==> config.mk <==
export PLATFORM = sky130hd
export DESIGN_NAME = fifo_wr_arbiter
export DESIGN_NICKNAME = d
export VERILOG_FILES = /design/src/rtl/fifo_arb_pkg.sv /design/src/rtl/fifo_wr_arbiter_rr_arbiter.sv /design/src/rtl/fifo_wr_arbiter.sv
export SDC_FILE = /design/constraint.sdc
export NUM_CORES = 1
export LEC_CHECK = 0
export CAP_MARGIN = 30
export CORE_ASPECT_RATIO = 2
export CORE_MARGIN = 2
export CORE_UTILIZATION = 35
export CTS_CLUSTER_DIAMETER = 120
export DETAILED_ROUTE_END_ITERATION = 8
export GPL_TIMING_DRIVEN = 0
export PLACE_DENSITY = 0.81
export RECOVER_POWER = 100
export SLEW_MARGIN = 20
export SYNTH_ARGS = -nofsm -noshare
export SYNTH_HDL_FRONTEND = slang
export SYNTH_SLANG_ARGS = --single-unit
==> constraint.sdc <==
create_clock -name i_clk -period 3.7 [get_ports i_clk]
set_input_delay 0.74 -clock i_clk [delete_from_list [all_inputs] [get_ports i_clk]]
set_output_delay 0.74 -clock i_clk [all_outputs]
set_load 0.05 [all_outputs]
==> src/rtl/fifo_arb_pkg.sv <==
// Shared types and the round-robin pick helper for the FIFO write-port arbiter.
package fifo_arb_pkg;

    localparam int MAX_NREQ      = 8;
    localparam int DEF_NREQ      = 4;
    localparam int DEF_MAX_BURST = 4;
    localparam int IDW           = $clog2(DEF_NREQ);
    localparam int CNTW          = $clog2(DEF_MAX_BURST + 1);

    typedef logic [0:0] arb_state_t;
    localparam arb_state_t IDLE  = 1'b0;
    localparam arb_state_t GRANT = 1'b1;

    typedef struct packed {
        logic       found;
        logic [2:0] idx;
    } pick_t;

    // Rotate so that last+1 sits at bit 0, take the lowest set bit, map it back.
    function automatic pick_t rr_pick(input logic [MAX_NREQ-1:0] req,
                                      input logic [2:0]          last,
                                      input int                  nreq);
        logic [MAX_NREQ-1:0] rot;
        pick_t               p;
        int                  base;
        rot  = '0;
        p    = '0;
        base = (int'(last) + 1) % nreq;
        for (int i = 0; i < MAX_NREQ; i++) begin
            if (i < nreq) rot[3'(i)] = req[3'((base + i) % nreq)];
        end
        for (int i = MAX_NREQ - 1; i >= 0; i--) begin
            if (rot[3'(i)]) begin
                p.found = 1'b1;
                p.idx   = 3'((base + i) % nreq);
            end
        end
        return p;
    endfunction

endpackage

==> src/rtl/fifo_wr_arbiter_rr_arbiter.sv <==
// Combinational round-robin pick: the requester after 'last' has top priority,
// 'last' itself is searched last.
module rr_arbiter import fifo_arb_pkg::*; #(
    parameter  int NREQ = 4,
    localparam int IW   = $clog2(NREQ)
) (
    input  logic [NREQ-1:0] req,
    input  logic [IW-1:0]   last,
    output logic            found,
    output logic [IW-1:0]   idx
);

    logic [MAX_NREQ-1:0] req_ext;
    pick_t               pick;

    always_comb begin
        req_ext            = '0;
        req_ext[NREQ-1:0]  = req;
        pick               = rr_pick(req_ext, 3'(last), NREQ);
    end

    assign found = pick.found;
    assign idx   = IW'(pick.idx);

endmodule

==> src/rtl/fifo_wr_arbiter.sv <==
// Round-robin arbiter sharing the asynch_fifo write port among NREQ requesters.
// Define FIFO_WR_ARB_TAG_EN to prepend the owner index to o_wdata.
module fifo_wr_arbiter import fifo_arb_pkg::*; #(
    parameter  int NREQ      = 4,
    parameter  int DSIZE     = 8,
    parameter  int MAX_BURST = 4,
`ifdef FIFO_WR_ARB_TAG_EN
    localparam int WDW       = DSIZE + $clog2(NREQ)
`else
    localparam int WDW       = DSIZE
`endif
) (
    input  logic                  i_clk,
    input  logic                  i_rst,
    input  logic [NREQ-1:0]       i_req_valid,
    input  logic [NREQ*DSIZE-1:0] i_req_data,
    output logic [NREQ-1:0]       o_req_ready,
    output logic [NREQ-1:0]       o_grant,
    output logic                  o_busy,
    input  logic                  i_wfull,
    output logic                  o_wr,
    output logic [WDW-1:0]        o_wdata
);

    localparam int                ID_W      = $clog2(NREQ);
    localparam int                BCNT_W    = $clog2(MAX_BURST + 1);
    localparam logic [BCNT_W-1:0] LAST_BEAT = BCNT_W'(MAX_BURST - 1);
    localparam logic [ID_W-1:0]   LAST_INIT = ID_W'(NREQ - 1);

    arb_state_t        state, state_nxt;
    logic [ID_W-1:0]   owner, owner_nxt;
    logic [ID_W-1:0]   last, last_nxt, arb_last, win_idx;
    logic [BCNT_W-1:0] beat_cnt, beat_cnt_nxt;
    logic              win_found, owner_valid, beat, release_burst;
    logic [DSIZE-1:0]  req_data_arr [NREQ];
    logic [DSIZE-1:0]  owner_data;

    for (genvar k = 0; k < NREQ; k++) begin : g_data
        assign req_data_arr[k] = i_req_data[k*DSIZE +: DSIZE];
    end

    assign owner_valid = i_req_valid[owner];
    assign owner_data  = req_data_arr[owner];

    // A beat in the reset cycle is suppressed so an abandoned burst never reaches the FIFO.
    assign beat          = (state == GRANT) && owner_valid && !i_wfull && !i_rst;
    assign release_burst = (state == GRANT) && (!owner_valid || (beat && beat_cnt == LAST_BEAT));

    // On release the outgoing owner becomes 'last' in the same cycle, so the
    // next winner is found without an IDLE bubble.
    assign arb_last = release_burst ? owner : last;

    rr_arbiter #(.NREQ(NREQ)) u_rr (
        .req   (i_req_valid),
        .last  (arb_last),
        .found (win_found),
        .idx   (win_idx)
    );

    always_comb begin
        state_nxt    = state;
        owner_nxt    = owner;
        last_nxt     = last;
        beat_cnt_nxt = beat_cnt;
        case (state)
            IDLE: begin
                if (win_found) begin
                    state_nxt    = GRANT;
                    owner_nxt    = win_idx;
                    beat_cnt_nxt = '0;
                end
            end
            GRANT: begin
                if (release_burst) begin
                    last_nxt     = owner;
                    beat_cnt_nxt = '0;
                    if (win_found) owner_nxt = win_idx;
                    else           state_nxt = IDLE;
                end else if (beat) begin
                    beat_cnt_nxt = beat_cnt + 1'b1;
                end
            end
            default: state_nxt = IDLE;
        endcase
    end

    always_ff @(posedge i_clk) begin
        if (i_rst) begin
            state    <= IDLE;
            owner    <= '0;
            last     <= LAST_INIT;
            beat_cnt <= '0;
        end else begin
            state    <= state_nxt;
            owner    <= owner_nxt;
            last     <= last_nxt;
            beat_cnt <= beat_cnt_nxt;
        end
    end

    always_comb begin
        o_grant     = '0;
        o_req_ready = '0;
        if (state == GRANT) begin
            o_grant[owner]     = 1'b1;
            o_req_ready[owner] = !i_wfull && !i_rst;
        end
    end

    assign o_busy = (state == GRANT);
    assign o_wr   = beat;

`ifdef FIFO_WR_ARB_TAG_EN
    assign o_wdata = (state == GRANT) ? {owner, owner_data} : '0;
`else
    assign o_wdata = (state == GRANT) ? owner_data : '0;
`endif

endmodule
==> results.yml <==
logic_synthesis:
  yosys-top-cells-area: "mux4_2 19%, dfxtp_1 17%, and2_1 7.4%"
  yosys-top-cells-count: "11 x and2_1, 10 x nor2_1, 8 x dfxtp_1, 8 x mux4_2, 8 x nand2_1"
  syn_nets: 149
  synth-main-ff-cell: "dfxtp_1"
  synth_seq_cells: 8
  yosys_warnings: 0
  synth_top_area_share_pct: 19.3
  synth_most_common_cell: "and2_1"
  avgSynthCellArea_um2: 8.65
  synth_area_leader_cell: "mux4_2"
  synth-edff-count: 0
  ys_types: 43
  synth_area_um2: 935
  yosysSeqAreaShare_pct: 17.1
  syn_inst: 108
  async_flop_share_pct: 0
sta:
  final.setup_skew_ps: 0.240
  fmax_mhz: 281
  worstMarginPinSlew_ps: 620
  setup_slack_ps: 142
  slew-limit-headroom_pct: 58.7
  fin_crit_sh_pct: 96.2
  finalSetupViolCount: 0
  rsz0062_at_grt: "false"
  hold_violations: 0
  drv_slew: 0
  tns_ps: 0
  period_needed_ps: 3560
power_and_ir_drop:
  powerDensity_nw_per_um2: 426
  p_leak_nw: 0.603
  peakVddDrop_mv: 0.354
setup_path:
  path_cells: "clkdlybuf4s50_1 > mux2i_1 > o22a_1 > nor3_1 > clkdlybuf4s50_1"
  crit_top_cell: "clkdlybuf4s50_1"
  required_ps: 2960
  crit_fanout: 6
  rrSetupSlack_ps: 880
  reg2reg_to: "owner[0]$_SDFFE_PP0P_"
  critPathArrivalTime_ps: 2820
  slowest_delay_ps: 840
  reg2reg_depth: 9
  cp-start-kind: "primary input"
  crit_path_top_delay_cell: "clkdlybuf4s50_1"
  endpoint_kind: "output port"
  r2r_start: "beat_cnt[0]$_SDFFE_PP0P_"
  crit_type: "primary input to output port"
route:
  dr.pass1.iters: 4
  ant_nets: 0
  remaining_drc_errors: 0
  num_vias: 1104
  routed_wl_um: 3250
  post_drt_wl_per_cell_um: 16.7
  drtIter0Drc: 28
  routed_via_density: 5.69
clocking:
  cts_resized: 0
  htreeDepth: 1
  cts_made_buffers: 3
  clk_pin_slew_ps: 40
  cts_tree: "built"
  cts.sinks: 8
  post_cts_buffers: 0
  cts_root_buf: "clkbuf_8"
  cts_hold_buf: 0
  clockBufferDepth: 2
  clock_latency_ps: 220
placement:
  routabilityCongestion: 0.878
  post-dp-hpwl_um: 2700
  place_ws_ps: 190
  port-buffer-count: 55
final_layout:
  fillCellCount: 244
  nets: 209
  diodes: 0
  drive_above_1_share_pct: 12.0
  areaGrowthSynthToFinish_pct: 65.1
grt:
  grt_usage_pct: 20.9
  grt_overflow_total: 0
  grt_pass1_vias: 1044
  grt_pass1_wl_um: 4660
  grt_max_degree: 11
  antenna_found_initial: 0
die:
  die_height_um: 77.1
  die_area_um2: 3120
  rows: 26
  initial_core_util_pct: 36.8
  pin_count: 57
  core_area_um2: 2540
  die_w_um: 40.5
outcome:
  status: "finished clean"
min_path:
  hold_end: "beat_cnt[2]$_SDFFE_PP0P_"
  hold_start: "beat_cnt[2]$_SDFFE_PP0P_"
  hold_path_class: "register to register"
  worstHoldPathCells: 2
job:
  maxCapViolations: 0
## registers in the layout, summed over array words and instances, names as in the netlist
register	flops
beat_cnt	3
last	2
owner	2
o_busy	1
## metrics by stage
stage / cells / power [mW] / cell area [um^2] / hold WS [ps] / utilization, %
global placement: 191 / 0.566 / 1520 / 438 / 59.9
finish: 194 / 0.657 / 1540 / 450 / 60.8
floorplan: 108 / 0.435 / 935 / 432 / -
detailed placement: 191 / 0.576 / 1520 / 448 / 59.9
CTS: 194 / 0.681 / 1560 / 454 / 61.5
global route: 194 / 0.699 / 1540 / 473 / 60.8
## layout by cell type, fill, tap and decap left out, types with 8 or more instances in the layout
cell type        synthesis  final
clkdlybuf4s50_1          0     37
dlygate4sd3_1            0     18
and2_1                  11     11
nor2_1                  10     10
mux4_2                   8      8
nand2_1                  8      8
a21oi_1                  7      8
dfxtp_1                  8      8
## cells by family after synthesis
group	count (synthesis)	synth area share [%]
AOI/OAI and AO/OA	22	18.2
adders and majority gates	2	2.68
muxes	11	24.4
and+or+nand+nor	54	31.7
DFF	8	17.1
buffers and inverters	11	5.89
## critical path, delay by kind of cell
| family | cells | cell delay, ps |
|---|---|---|
| and+or+nand+nor | 1 | 160 |
| muxes | 1 | 180 |
| AOI/OAI and AO/OA | 1 | 290 |
| buffers and inverters | 2 | 1440 |
## per-layer routing
metal  wire length, um  global-route usage (%)  part of all wire (%)
met5                 0                       0                     0
met4               137                    11.0                   4.2
met3               408                    5.20                    13
met2              1660                    37.1                    51
met1              1040                    19.2                    32
## where the power goes
group / total, mW / internal, mW / switching [mW]
Sequential: 0.116 / 0.101 / 0.0148
Combinational: 0.440 / 0.196 / 0.244
Clock: 0.101 / 0.0702 / 0.0310
## worst max path at each step
stage / startpoint / endpoint / slack (ps) / cells after the start
6_report: i_req_valid[2] / o_wr / 140 / 5
5_1_grt: i_rst / owner[0]$_SDFFE_PP0P_ / 70 / 8
4_1_cts: i_req_valid[2] / o_wr / 190 / 5
3_5_place_dp: i_req_valid[2] / o_wr / 190 / 5
3_3_place_gp: i_req_valid[2] / o_wr / 180 / 5
2_1_floorplan: i_rst / o_req_ready[0] / 570 / 2
## cell type report
cell class / instances / area (um^2) / area share [%]
sequential: 8 / 160 / 10.4
buffer: 7 / 36.3 / 2.35
timing repair buffer: 55 / 551 / 35.7
tap: 28 / 35.0 / 2.27
inverter: 4 / 15.0 / 0.973
clock buffer: 3 / 41.3 / 2.68
multi-input combinational: 89 / 704 / 45.7
Note: power is estimated with default switching activity, not from simulation.
